File: src/rtl/ifetch_unit.sv
// ifetch_unit: instruction-fetch stage feeding the IF/ID register.
// It fetches one instruction at a time over a request/response handshake
// and holds the result until the downstream register accepts it.
// Ports:
//   clk, reset               clock, asynchronous active-high reset
//   stall                    downstream hold of the presented instruction
//   redirect, redirect_pc    restart fetch at redirect_pc
//   imem_req, imem_addr      request strobe and address to instruction memory
//   imem_rvalid, imem_rdata  memory response
//   if_pc, if_instr          presented instruction (zero when if_valid=0)
//   if_valid                 presented instruction is real
// Optional macro IFETCH_PERF_EN adds perf_fetched and perf_stall_cycles
// (16-bit saturating counters).
module ifetch_unit #(
   parameter int PC_WIDTH = 12,
   parameter int INSTR_WIDTH = 12,
   parameter logic [PC_WIDTH-1:0] RESET_PC = '0,
   parameter logic [PC_WIDTH-1:0] PC_STEP = PC_WIDTH'(1)
) (
   input  logic                   clk,
   input  logic                   reset,
   input  logic                   stall,
   input  logic                   redirect,
   input  logic [PC_WIDTH-1:0]    redirect_pc,
   output logic                   imem_req,
   output logic [PC_WIDTH-1:0]    imem_addr,
   input  logic                   imem_rvalid,
   input  logic [INSTR_WIDTH-1:0] imem_rdata,
   output logic [PC_WIDTH-1:0]    if_pc,
   output logic [INSTR_WIDTH-1:0] if_instr,
   output logic                   if_valid
`ifdef IFETCH_PERF_EN
   ,
   output logic [15:0]            perf_fetched,
   output logic [15:0]            perf_stall_cycles
`endif
);
   typedef enum logic [2:0] {IDLE, ISSUE, WAIT, HOLD, DISCARD} state_t;
   state_t state;
   logic [PC_WIDTH-1:0] pc;
   assign imem_req = state == ISSUE;
   assign imem_addr = pc;
   always_ff @(posedge clk or posedge reset) begin
      if (reset) begin
         state <= IDLE;
         pc <= RESET_PC;
         if_pc <= '0;
         if_instr <= '0;
         if_valid <= 1'b0;
      end else begin
         case (state)
            IDLE: begin
               state <= ISSUE;
               if (redirect) pc <= redirect_pc;
            end
            // the request has already left, so a redirect must still wait out its response
            ISSUE: begin
               state <= redirect ? DISCARD : WAIT;
               if (redirect) pc <= redirect_pc;
            end
            WAIT: begin
               if (redirect) begin
                  pc <= redirect_pc;
                  state <= imem_rvalid ? ISSUE : DISCARD;
               end else if (imem_rvalid) begin
                  if_pc <= pc;
                  if_instr <= imem_rdata;
                  if_valid <= 1'b1;
                  state <= HOLD;
               end
            end
            HOLD: begin
               if (redirect || !stall) begin
                  if_pc <= '0;
                  if_instr <= '0;
                  if_valid <= 1'b0;
                  pc <= redirect ? redirect_pc : pc + PC_STEP;
                  state <= ISSUE;
               end
            end
            DISCARD: begin
               if (redirect) pc <= redirect_pc;
               if (imem_rvalid) state <= ISSUE;
            end
            default: state <= IDLE;
         endcase
      end
   end
`ifdef IFETCH_PERF_EN
   always_ff @(posedge clk or posedge reset) begin
      if (reset) begin
         perf_fetched <= '0;
         perf_stall_cycles <= '0;
      end else if (state == HOLD && !redirect) begin
         if (!stall && perf_fetched != 16'hFFFF) perf_fetched <= perf_fetched + 16'd1;
         if (stall && perf_stall_cycles != 16'hFFFF) perf_stall_cycles <= perf_stall_cycles + 16'd1;
      end
   end
`endif
endmodule

File: config.mk
export PLATFORM = sky130hd
export DESIGN_NAME = ifetch_unit
export DESIGN_NICKNAME = d
export VERILOG_FILES = /design/src/rtl/ifetch_unit.sv
export SDC_FILE = /design/constraint.sdc
export NUM_CORES = 1
export LEC_CHECK = 0
export BUFFER_PORTS_ARGS = -buffer_cell sky130_fd_sc_hd__buf_4
export CAP_MARGIN = 20
export CORE_AREA = 3 3 69 71
export CTS_BUF_LIST = sky130_fd_sc_hd__clkbuf_16
export DETAILED_ROUTE_END_ITERATION = 8
export DIE_AREA = 0 0 72 74
export GPL_TIMING_DRIVEN = 0
export PLACE_DENSITY = 0.72
export SYNTH_ARGS = -nofsm -noshare
export SYNTH_HDL_FRONTEND = slang
export SYNTH_SLANG_ARGS = --single-unit
File: constraint.sdc
create_clock -name clk -period 2.55 [get_ports clk]
set_input_delay 0.255 -clock clk [delete_from_list [all_inputs] [get_ports clk]]
set_output_delay 0.255 -clock clk [all_outputs]
set_load 0.03 [all_outputs]
==> impl_metrics.csv, run 1 <==
group,metric,value,unit
outcome,status,"complete, no violations",
route,viasPerCell,5.519,
synth,synth.distinct_cells,41,
timing,hold_viol,0,
timing,max_freq,0.5185,GHz
timing,slew_viol_final,0,
route,vias,1639,
synth,avgSynthCellArea,11.06,um2
clock_tree,cts_hold_buf,0,
timing,worst_slew_pin_slew,839.0,ps
pwr,p_clk_share,20.2,%
floorplanning,fp-row-count,24,
clock_tree,path_clk_slew,60,ps
route,routedWlPerCell,15.60,um
synth,ys_warn_count,0,
critical_path,crit_path_max_fanout,9,
clock_tree,cts_resized,0,
floorplanning,fp.dieH,74,um
timing,post-route-min-period,1929,ps
synth,syn_area,0.001891,mm2
route,drtPass1Iterations,4,
pwr,internal_power,2.006,mW
critical_path,path_class,"flip-flop to flip-flop",
floorplanning,dieArea,0.005328,mm2
critical_path,critPathRequiredTime,2710,ps
pwr,switching_share,42.14,%
global_routing,grt_usage,18.47,%
timing,finalSetupTns,0,ps
global_routing,grt_pass1_vias,1580,
placement,placed_area,0.002451,mm2
critical_path,crit_slowest_cell,"mux2_2",
clock_tree,insertion_delay,280,ps
synth,syn_nets,201,
clock_tree,post-cts-setup-buffer-count,0,
critical_path,critPathBufInv,1,
layout,drive_above_1_share,35.51,%
flow_run,max_cap_viol_count,0,
timing,fin_worst_skew,3.048,ps
route,antenna_left,0,
critical_path,arrival,2090,ps
worst_hold_path,hold_path_class,"input port to asynchronous set/reset pin",
layout,design_area,0.002619,mm2
critical_path,start_kind,"flip-flop",
clock_tree,clock_sinks,40,
floorplanning,pin_count,67,
global_routing,antenna_found_initial,0,
synth,ys.flop_type,"dfrtp_1",
floorplanning,core,0.004294,mm2
critical_path,cp_cell_sequence,"clkbuf_1 > maj3_1 > nor2b_1 > mux2_2 > o22a_1",
layout,diodes,0,
timing,fin_crit_sh,75.63,%
placement,place_congestion,0.7687,
critical_path,critPathTopFamily,"multiplexers",
pwr,p_leak,1.250,nW
synth,ys_ff_latch,40,
layout,post_layout_nonfiller_instances,297,
pwr,p_switching,1.461,mW
pwr,power_density,1324,mW/mm2
route,drtIter0Drc,84,
placement,dpl.hpwl,3.330,mm
layout,nFillCells,377,
synth,ys_seq_area_share,52.95,%
global_routing,overflow,0,
critical_path,slowest_delay,390,ps
pwr,p_comb_share,47.1,%
global_routing,grt_pass1_wl,7.714,mm
placement,port_buffers,66,
placement,dp_cells,289,
timing,slew_headroom,43.98,%
timing,setup_violations,0,
critical_path,rr_worst_depth,5,
global_routing,grt_max_degree,41,
clock_tree,cts_buffers,5,
synth,synth_edf_count,0,
pwr,seq_power_share,32.7,%
floorplanning,start_util,44.03,%
critical_path,cp.depth,5,
critical_path,crit_path_end_kind,"flip-flop",
synth,async_flop_share,100.0,%
route,drc,0,
clock_tree,cts-root-buf,"clkbuf_16",
layout,finalNetCount,274,
layout,syn2layout_area_growth,38.52,%
route,drt_wl_total,4.633,mm
clock_tree,clk_path_buf_depth,2,
floorplanning,die_w,72,um
timing,rsz0062_at_grt,"no",
clock_tree,cts_tree,"built",
synth,syn_inst,171,
pwr,ir_worst_vdd,689.5,uV
clock_tree,h-tree-depth,2,
state kept, by name, summed over array words and instances, names as in the netlist:
register   flops
if_instr      12
if_pc         12
imem_addr     12
state          3
if_valid       1
cell families (layout without fill, tap and decap cells):
| group | after synthesis | in the layout | synth area share, % |
|---|---|---|---|
| buf+inv | 16 | 90 | 4.434 |
| mux | 7 | 7 | 3.839 |
| compound gates | 58 | 58 | 23.76 |
| simple gates | 48 | 48 | 13.83 |
| fa+ha+maj | 2 | 2 | 1.191 |
| flops | 40 | 40 | 52.95 |
power by group through the flow:
stage	clock network, mW	registers (mW)	logic (mW)
detailed placement	0	1.14	1.65
CTS	0.712	1.13	1.65
floorplan	0	1.52	0.668
global route	0.744	1.17	1.77
finish	0.700	1.13	1.63
global placement	0	1.13	1.63
area by class of cell:
cell class / instances / area, um2 / share of cell area, %
repair buffers: 66 / 495.5 / 18.92
flip-flops and latches: 40 / 1001 / 38.22
clock buffers: 5 / 125.1 / 4.778
plain buffers: 10 / 61.31 / 2.341
well taps: 52 / 65.06 / 2.484
clock inverters: 3 / 42.54 / 1.624
multi-input cells: 115 / 805.8 / 30.77
inverters: 6 / 22.52 / 0.8600
per-layer routing:
metal | part of all wire, % | global-route usage, % | up-vias
li1 | - | - | 797
met1 | 45 | 25.69 | 789
met2 | 47 | 29.29 | 51
met3 | 7.4 | 4.730 | 2
met4 | 0.50 | 4.384 | 0
met5 | 0 | 0 | -
layout by cell type (no fill, tap or decap), types with 4 or more instances in the layout:
cell	n
a22o_1	25
a22oi_1	4
a21oi_1	6
clkbuf_1	5
o2bb2ai_1	4
o21ai_0	7
mux2i_1	5
buf_4	68
nor2b_1	4
nor3_1	4
dfrtp_1	40
inv_1	5
nand3_1	6
nand2_1	11
clkbuf_16	5
nor2_1	8
worst paths after layout:
check | startpoint | end | slack (ps)
hold reg to reg | if_pc[3]$_DFFE_PP0P_ | if_pc[3]$_DFFE_PP0P_ | 500
setup reg to reg | state[2]$_DFFE_PP0P_ | imem_addr[6]$_DFFE_PP0P_ | 620
min in group clk | imem_rdata[4] | if_instr[4]$_DFFE_PP0P_ | 200
hold / removal | reset | if_pc[8]$_DFFE_PP0P_ | 150
setup / recovery | state[2]$_DFFE_PP0P_ | imem_addr[6]$_DFFE_PP0P_ | 620
max in group asynchronous | reset | if_pc[3]$_DFFE_PP0P_ | 1870
worst reg2reg max path, stage by stage (launching register included):
cell	delay (ps)
dfrtp_1	310
clkbuf_1	300
maj3_1	270
nor2b_1	360
mux2_2	390
o22a_1	190
through the flow:
step                hold slack, ps  util [%]  power [mW]  setup slack [ps]
finish                       152.6     60.98       3.467             621.3
global route                 192.0     60.98       3.691             417.6
floorplan                    351.3         -       2.188             683.2
detailed placement           479.6     57.08       2.787             631.2
global placement             477.6     57.08       2.763             654.0
CTS                          182.6     60.98       3.497             608.0
Yosys cell counts (2+ instances only):
| master | number | area share, % |
|---|---|---|
| o22a_1 | 2 | 0.93 |
| o21ai_0 | 7 | 1.9 |
| o2bb2ai_1 | 4 | 1.9 |
| nor2b_1 | 4 | 1.3 |
| dfrtp_1 | 40 | 53 |
| nand2b_1 | 2 | 0.66 |
| nor3_1 | 4 | 1.1 |
| mux2_2 | 2 | 1.2 |
| nand2_1 | 11 | 2.2 |
| a22oi_1 | 4 | 1.6 |
| a21oi_1 | 6 | 1.6 |
| buf_6 | 2 | 1.2 |
| o31ai_1 | 2 | 0.79 |
| mux2i_1 | 5 | 2.6 |
| inv_1 | 6 | 1.2 |
| a221o_1 | 2 | 1.1 |
| nand3_1 | 6 | 1.6 |
| buf_4 | 2 | 0.79 |
| or4_1 | 2 | 0.79 |
| clkbuf_1 | 5 | 0.99 |
| nor4_1 | 2 | 0.66 |
| a22o_1 | 25 | 12 |
| nor2_1 | 8 | 1.6 |
(Power assumes the default switching activity.)
==> run 2: changes to the inputs <==
- clock period: 2.55 -> 1.97 ns (I/O delays scaled with it)
==> run 2 against run 1 <==
Power increased by 30%. Wire length grew 0.63%. Utilization rose by 0.20 points. Combinational power rose by 31%. Register-to-register slack got worse by 490 ps. Sequential power rose by 30%. First-iteration DRC count is 6.0% higher. Flip-flop and latch count unchanged. Clock-buffer cell count did not move. Die area did not move. Critical path type unchanged. Highest routed layer unchanged.
==> impl_metrics.csv, run 2 (same netlist as run 1, synthesis figures left out) <==
group,metric,value,unit
route,routedWlPerCell,15.70,um
clock_tree,cts_buffers,5,
layout,post_layout_nonfiller_instances,297,
critical_path,arrival,2050,ps
floorplanning,core,0.004294,mm2
clock_tree,post-cts-setup-buffer-count,0,
timing,slew_viol_final,0,
flow_run,max_cap_viol_count,0,
placement,dp_slack,51.19,ps
timing,max_freq,0.5439,GHz
pwr,p_leak,1.254,nW
clock_tree,cts_hold_buf,0,
route,viasPerCell,5.559,
floorplanning,start_util,44.03,%
floorplanning,fp-row-count,24,
route,drt_wl_total,4.662,mm
placement,dp_cells,289,
critical_path,crit_path_max_fanout,8,
floorplanning,fp.dieH,74,um
placement,dpl.hpwl,3.330,mm
clock_tree,cts-root-buf,"clkbuf_16",
critical_path,critPathRequiredTime,2180,ps
timing,post-route-min-period,1839,ps
layout,diodes,0,
timing,postLayoutSetupSlackWorst,131.5,ps
global_routing,grt_pass1_wl,7.714,mm
layout,multi_input_area,813.3,um2
layout,final_common_cell,"buf_4",
clock_tree,clock_sinks,40,
timing,setup_violations,0,
timing,rsz0062_at_grt,"yes",
critical_path,rr_worst_depth,4,
pwr,power_density,1715,mW/mm2
layout,post-route-util,61.19,%
route,antenna_left,0,
layout,final-seq-area,0.001001,mm2
route,drtPass1Iterations,4,
critical_path,start_kind,"flip-flop",
timing,fin_worst_skew,2.699,ps
timing,worst_slew_pin_slew,831.5,ps
global_routing,grt_usage,18.47,%
placement,placed_area,0.002451,mm2
critical_path,path_class,"flip-flop to flip-flop",
clock_tree,h-tree-depth,2,
placement,port_buffers,66,
clock_tree,cts_tree,"built",
global_routing,overflow,0,
route,drtIter0Drc,89,
critical_path,crit_path_end_kind,"flip-flop",
outcome,status,"complete, no violations",
layout,design_area,0.002628,mm2
timing,hold_viol,0,
floorplanning,pin_count,67,
timing,fin_crit_sh,93.33,%
layout,final_cell_mix,"68 x buf_4, 40 x dfrtp_1, 25 x a22o_1, 11 x nand2_1, 8 x nor2_1",
floorplanning,dieArea,0.005328,mm2
layout,drive_above_1_share,36.73,%
layout,syn2layout_area_growth,38.98,%
timing,slew_headroom,44.49,%
clock_tree,clk_path_buf_depth,2,
route,vias,1651,
global_routing,antenna_found_initial,0,
clock_tree,insertion_delay,280,ps
layout,finalNetCount,274,
pwr,ir_worst_vdd,896.5,uV
placement,place_congestion,0.7687,
global_routing,grt_max_degree,41,
route,drc,0,
global_routing,grt_pass1_vias,1580,
layout,nFillCells,379,
floorplanning,die_w,72,um
clock_tree,path_clk_slew,60,ps
worst_hold_path,hold_path_class,"input port to asynchronous set/reset pin",
==> run 2: final cells by class <==
type | instances | area share [%]
repair buffers | 66 | 18.86
clock buffers | 5 | 4.762
clock inverters | 3 | 1.619
inverters | 6 | 0.8571
flip-flops and latches | 40 | 38.10
well taps | 52 | 2.476
plain buffers | 10 | 2.381
multi-input cells | 115 | 30.95
==> run 2: report_power, final <==
group / switching [mW] / total, mW / leakage [nW] / internal, mW
Combinational: 1.25 / 2.13 / 0.663 / 0.875
Clock: 0.315 / 0.910 / 0.0798 / 0.594
Sequential: 0.334 / 1.47 / 0.512 / 1.13
==> run 2: metal layers <==
layer / GRT usage (%) / up-vias / part of all wire, %
met5: 0 / - / 0
met4: 4.384 / 0 / 0.49
met2: 29.29 / 49 / 48
met3: 4.730 / 2 / 6.5
met1: 25.69 / 801 / 45
li1: - / 799 / -
==> run 2: what timing repair did <==
item / 4_1_cts / 5_1_grt
gates resized for setup: 0 / 5
hold endpoints to repair: 0 / 0
endpoints found under the setup margin: 0 / 20
==> run 2: through the flow <==
| step | power [mW] | TNS [ps] | hold slack (ps) |
|---|---|---|---|
| 3_3_place_gp | 3.576 | 0 | 419.6 |
| 5_1_grt | 4.789 | -8.985 | 134.0 |
| 4_1_cts | 4.526 | 0 | 124.6 |
| 3_5_place_dp | 3.608 | 0 | 421.6 |
| 2_1_floorplan | 2.832 | 0 | 293.3 |
| 6_report | 4.507 | 0 | 92.40 |
==> run 2: worst paths after layout <==
kind                                          start                        end  slack, ps
setup / recovery           imem_addr[2]$_DFFE_PP0P_  imem_addr[11]$_DFFE_PP0P_        130
hold / removal                                reset       if_pc[8]$_DFFE_PP0P_         90
setup reg to reg           imem_addr[2]$_DFFE_PP0P_  imem_addr[11]$_DFFE_PP0P_        130
hold reg to reg                if_pc[3]$_DFFE_PP0P_       if_pc[3]$_DFFE_PP0P_        500
max in group asynchronous                     reset       if_pc[4]$_DFFE_PP0P_       1360
min in group clk                      imem_rdata[4]    if_instr[4]$_DFFE_PP0P_        140
==> run 2: critical path, cell delays in order (launching register included) <==
cell,delay [ps]
dfrtp_1,490
nand3_2,200
or4_1,570
or4_1,420
nand3_1,100
==> run 3: changes to the inputs <==
- REMOVE_ABC_BUFFERS: unset -> 1
==> run 3 against run 2 <==
Non-clock buffer count down 9. Sequential power hardly changed. Wire length fell by 5.9%. Critical path type unchanged. Largest cell class unchanged. Highest routed layer unchanged.
==> impl_metrics.csv, run 3 (same netlist as run 1, synthesis figures left out) <==
group,metric,value,unit
floorplanning,fp.dieH,74,um
timing,worst_slew_pin_slew,817.6,ps
clock_tree,path_clk_slew,50,ps
clock_tree,h-tree-depth,2,
layout,nFillCells,375,
pwr,switching_share,42.00,%
route,drtIter0Drc,72,
worst_hold_path,hold_path_class,"input port to asynchronous set/reset pin",
timing,setup_violations,0,
critical_path,critPathTopFamily,"flip-flops",
pwr,internal_power,2.563,mW
route,routedWlPerCell,15.23,um
floorplanning,pin_count,67,
clock_tree,cts_tree,"built",
layout,drive_above_1_share,36.44,%
placement,dpl.hpwl,3.084,mm
global_routing,use_met3,5.000,%
placement,place_congestion,0.7181,
critical_path,critPathRequiredTime,2130,ps
route,drtPass1Iterations,4,
timing,hold_viol,0,
timing,post-route-min-period,1859,ps
floorplanning,dieArea,0.005328,mm2
clock_tree,cts-root-buf,"clkbuf_16",
timing,finalSetupTns,0,ps
critical_path,cp_cell_sequence,"maj3_1 > nor2b_4 > mux2_2 > o22a_1",
pwr,ir_worst_vdd,721.6,uV
global_routing,met2_usage,29.49,%
critical_path,crit_slowest_cell,"dfrtp_1",
layout,diodes,0,
pwr,seq_power_share,33.9,%
route,viasPerCell,5.601,
timing,max_freq,0.5380,GHz
floorplanning,core,0.004294,mm2
timing,slew_headroom,45.41,%
timing,rsz0062_at_grt,"no",
critical_path,crit_path_end_kind,"flip-flop",
pwr,power,4.418,mW
floorplanning,start_util,44.03,%
placement,port_buffers,66,
critical_path,slowest_delay,530,ps
route,antenna_left,0,
global_routing,grt.met1_usage,23.90,%
critical_path,r2r-start,"state[0]$_DFFE_PP0P_",
placement,dp_slack,-417.6,ps
critical_path,path_class,"flip-flop to flip-flop",
layout,final_cell_mix,"66 x buf_4, 40 x dfrtp_1, 25 x a22o_1, 10 x nand2_1",
pwr,p_clk_share,19.9,%
global_routing,grt_pass1_vias,1557,
floorplanning,die_w,72,um
critical_path,critPathBufInv,0,
global_routing,overflow,0,
route,drc,0,
critical_path,crit_path_max_fanout,13,
pwr,p_comb_share,46.2,%
critical_path,start_kind,"flip-flop",
layout,post-route-util,60.23,%
pwr,p_switching,1.856,mW
layout,syn2layout_area_growth,36.80,%
global_routing,grt_pass1_wl,7.410,mm
timing,fin_worst_skew,2.092,ps
critical_path,cp-startpoint,"state[0]$_DFFE_PP0P_",
timing,slew_viol_final,0,
layout,final_common_cell,"buf_4",
clock_tree,clock_sinks,40,
timing,fin_crit_sh,94.36,%
critical_path,arrival,2020,ps
route,vias,1613,
global_routing,grt_max_degree,41,
pwr,power_density,1708,mW/mm2
global_routing,grt.busiest_layer,"met2",
timing,postLayoutSetupSlackWorst,111.2,ps
layout,finalNetCount,265,
pwr,p_leak,1.232,nW
outcome,status,"complete, no violations",
floorplanning,fp-row-count,24,
global_routing,antenna_found_initial,0,
clock_tree,cts_buffers,5,
route,drt_wl_total,4.387,mm
flow_run,max_cap_viol_count,0,
clock_tree,clk_path_buf_depth,2,
clock_tree,post-cts-setup-buffer-count,0,
global_routing,grt_usage,17.91,%
clock_tree,insertion_delay,270,ps
## run 3: cell types whose count changed in the layout (fill, tap and decap cells not counted), sizes merged
| cell | previous run | this run |
|---|---|---|
| buf | 71 | 67 |
| clkbuf | 10 | 5 |
| clkinvlp | 1 | 0 |
| inv | 6 | 7 |
## run 3: repair_timing
action,4_1_cts,5_1_grt
pin swaps,0,1
hold buffers,0,0
setup endpoints to repair,11,25
gates resized for setup,3,1
## run 3: path summary, 6_finish.rpt
path | end | slack (ps) | cells after the start
worst min-delay path | if_instr[3]$_DFFE_PP0P_ | 90 | 2
min in group clk | if_instr[6]$_DFFE_PP0P_ | 150 | 2
worst max-delay path | imem_addr[4]$_DFFE_PP0P_ | 110 | 4
max in group asynchronous | imem_addr[1]$_DFFE_PP0P_ | 1360 | 2
worst min register to register | if_instr[0]$_DFFE_PP0P_ | 500 | 1
worst max register to register | imem_addr[4]$_DFFE_PP0P_ | 110 | 4
## run 3: layout make-up
| type | count | area, um2 | area share [%] |
|---|---|---|---|
| flip-flops and latches | 40 | 1001 | 38.70 |
| multi-input cells | 115 | 823.3 | 31.83 |
| repair buffers | 67 | 510.5 | 19.74 |
| clock buffers | 5 | 125.1 | 4.838 |
| well taps | 52 | 65.06 | 2.516 |
| clock inverters | 3 | 38.79 | 1.500 |
| inverters | 6 | 22.52 | 0.8708 |
## run 3: metrics by stage
| step | hold WS, ps | cells | cell area, um2 |
|---|---|---|---|
| floorplan | 274.8 | 161 | 1829 |
| global placement | 421.8 | 279 | 2390 |
| detailed placement | 420.9 | 280 | 2407 |
| CTS | 128.1 | 288 | 2584 |
| global route | 141.8 | 288 | 2586 |
| finish | 90.27 | 288 | 2586 |
## run 3: worst register-to-register path, stage by stage, from the launching register on
cell	delay, ps
dfrtp_1	530
maj3_1	250
nor2b_4	380
mux2_2	390
o22a_1	200
## run 3: layer usage
layer	share of wire [%]	vias to the layer above
li1	-	777
met1	45	775
met2	46	57
met3	7.6	4
met4	0.62	0
met5	0	-
## run 3: power by group through the flow
| stage | registers, mW | clock network, mW | logic, mW |
|---|---|---|---|
| 2_1_floorplan | 2.00 | 0 | 0.772 |
| 3_3_place_gp | 1.50 | 0 | 2.01 |
| 3_5_place_dp | 1.51 | 0 | 2.04 |
| 4_1_cts | 1.50 | 0.903 | 2.06 |
| 5_1_grt | 1.56 | 0.951 | 2.20 |
| 6_report | 1.50 | 0.880 | 2.04 |
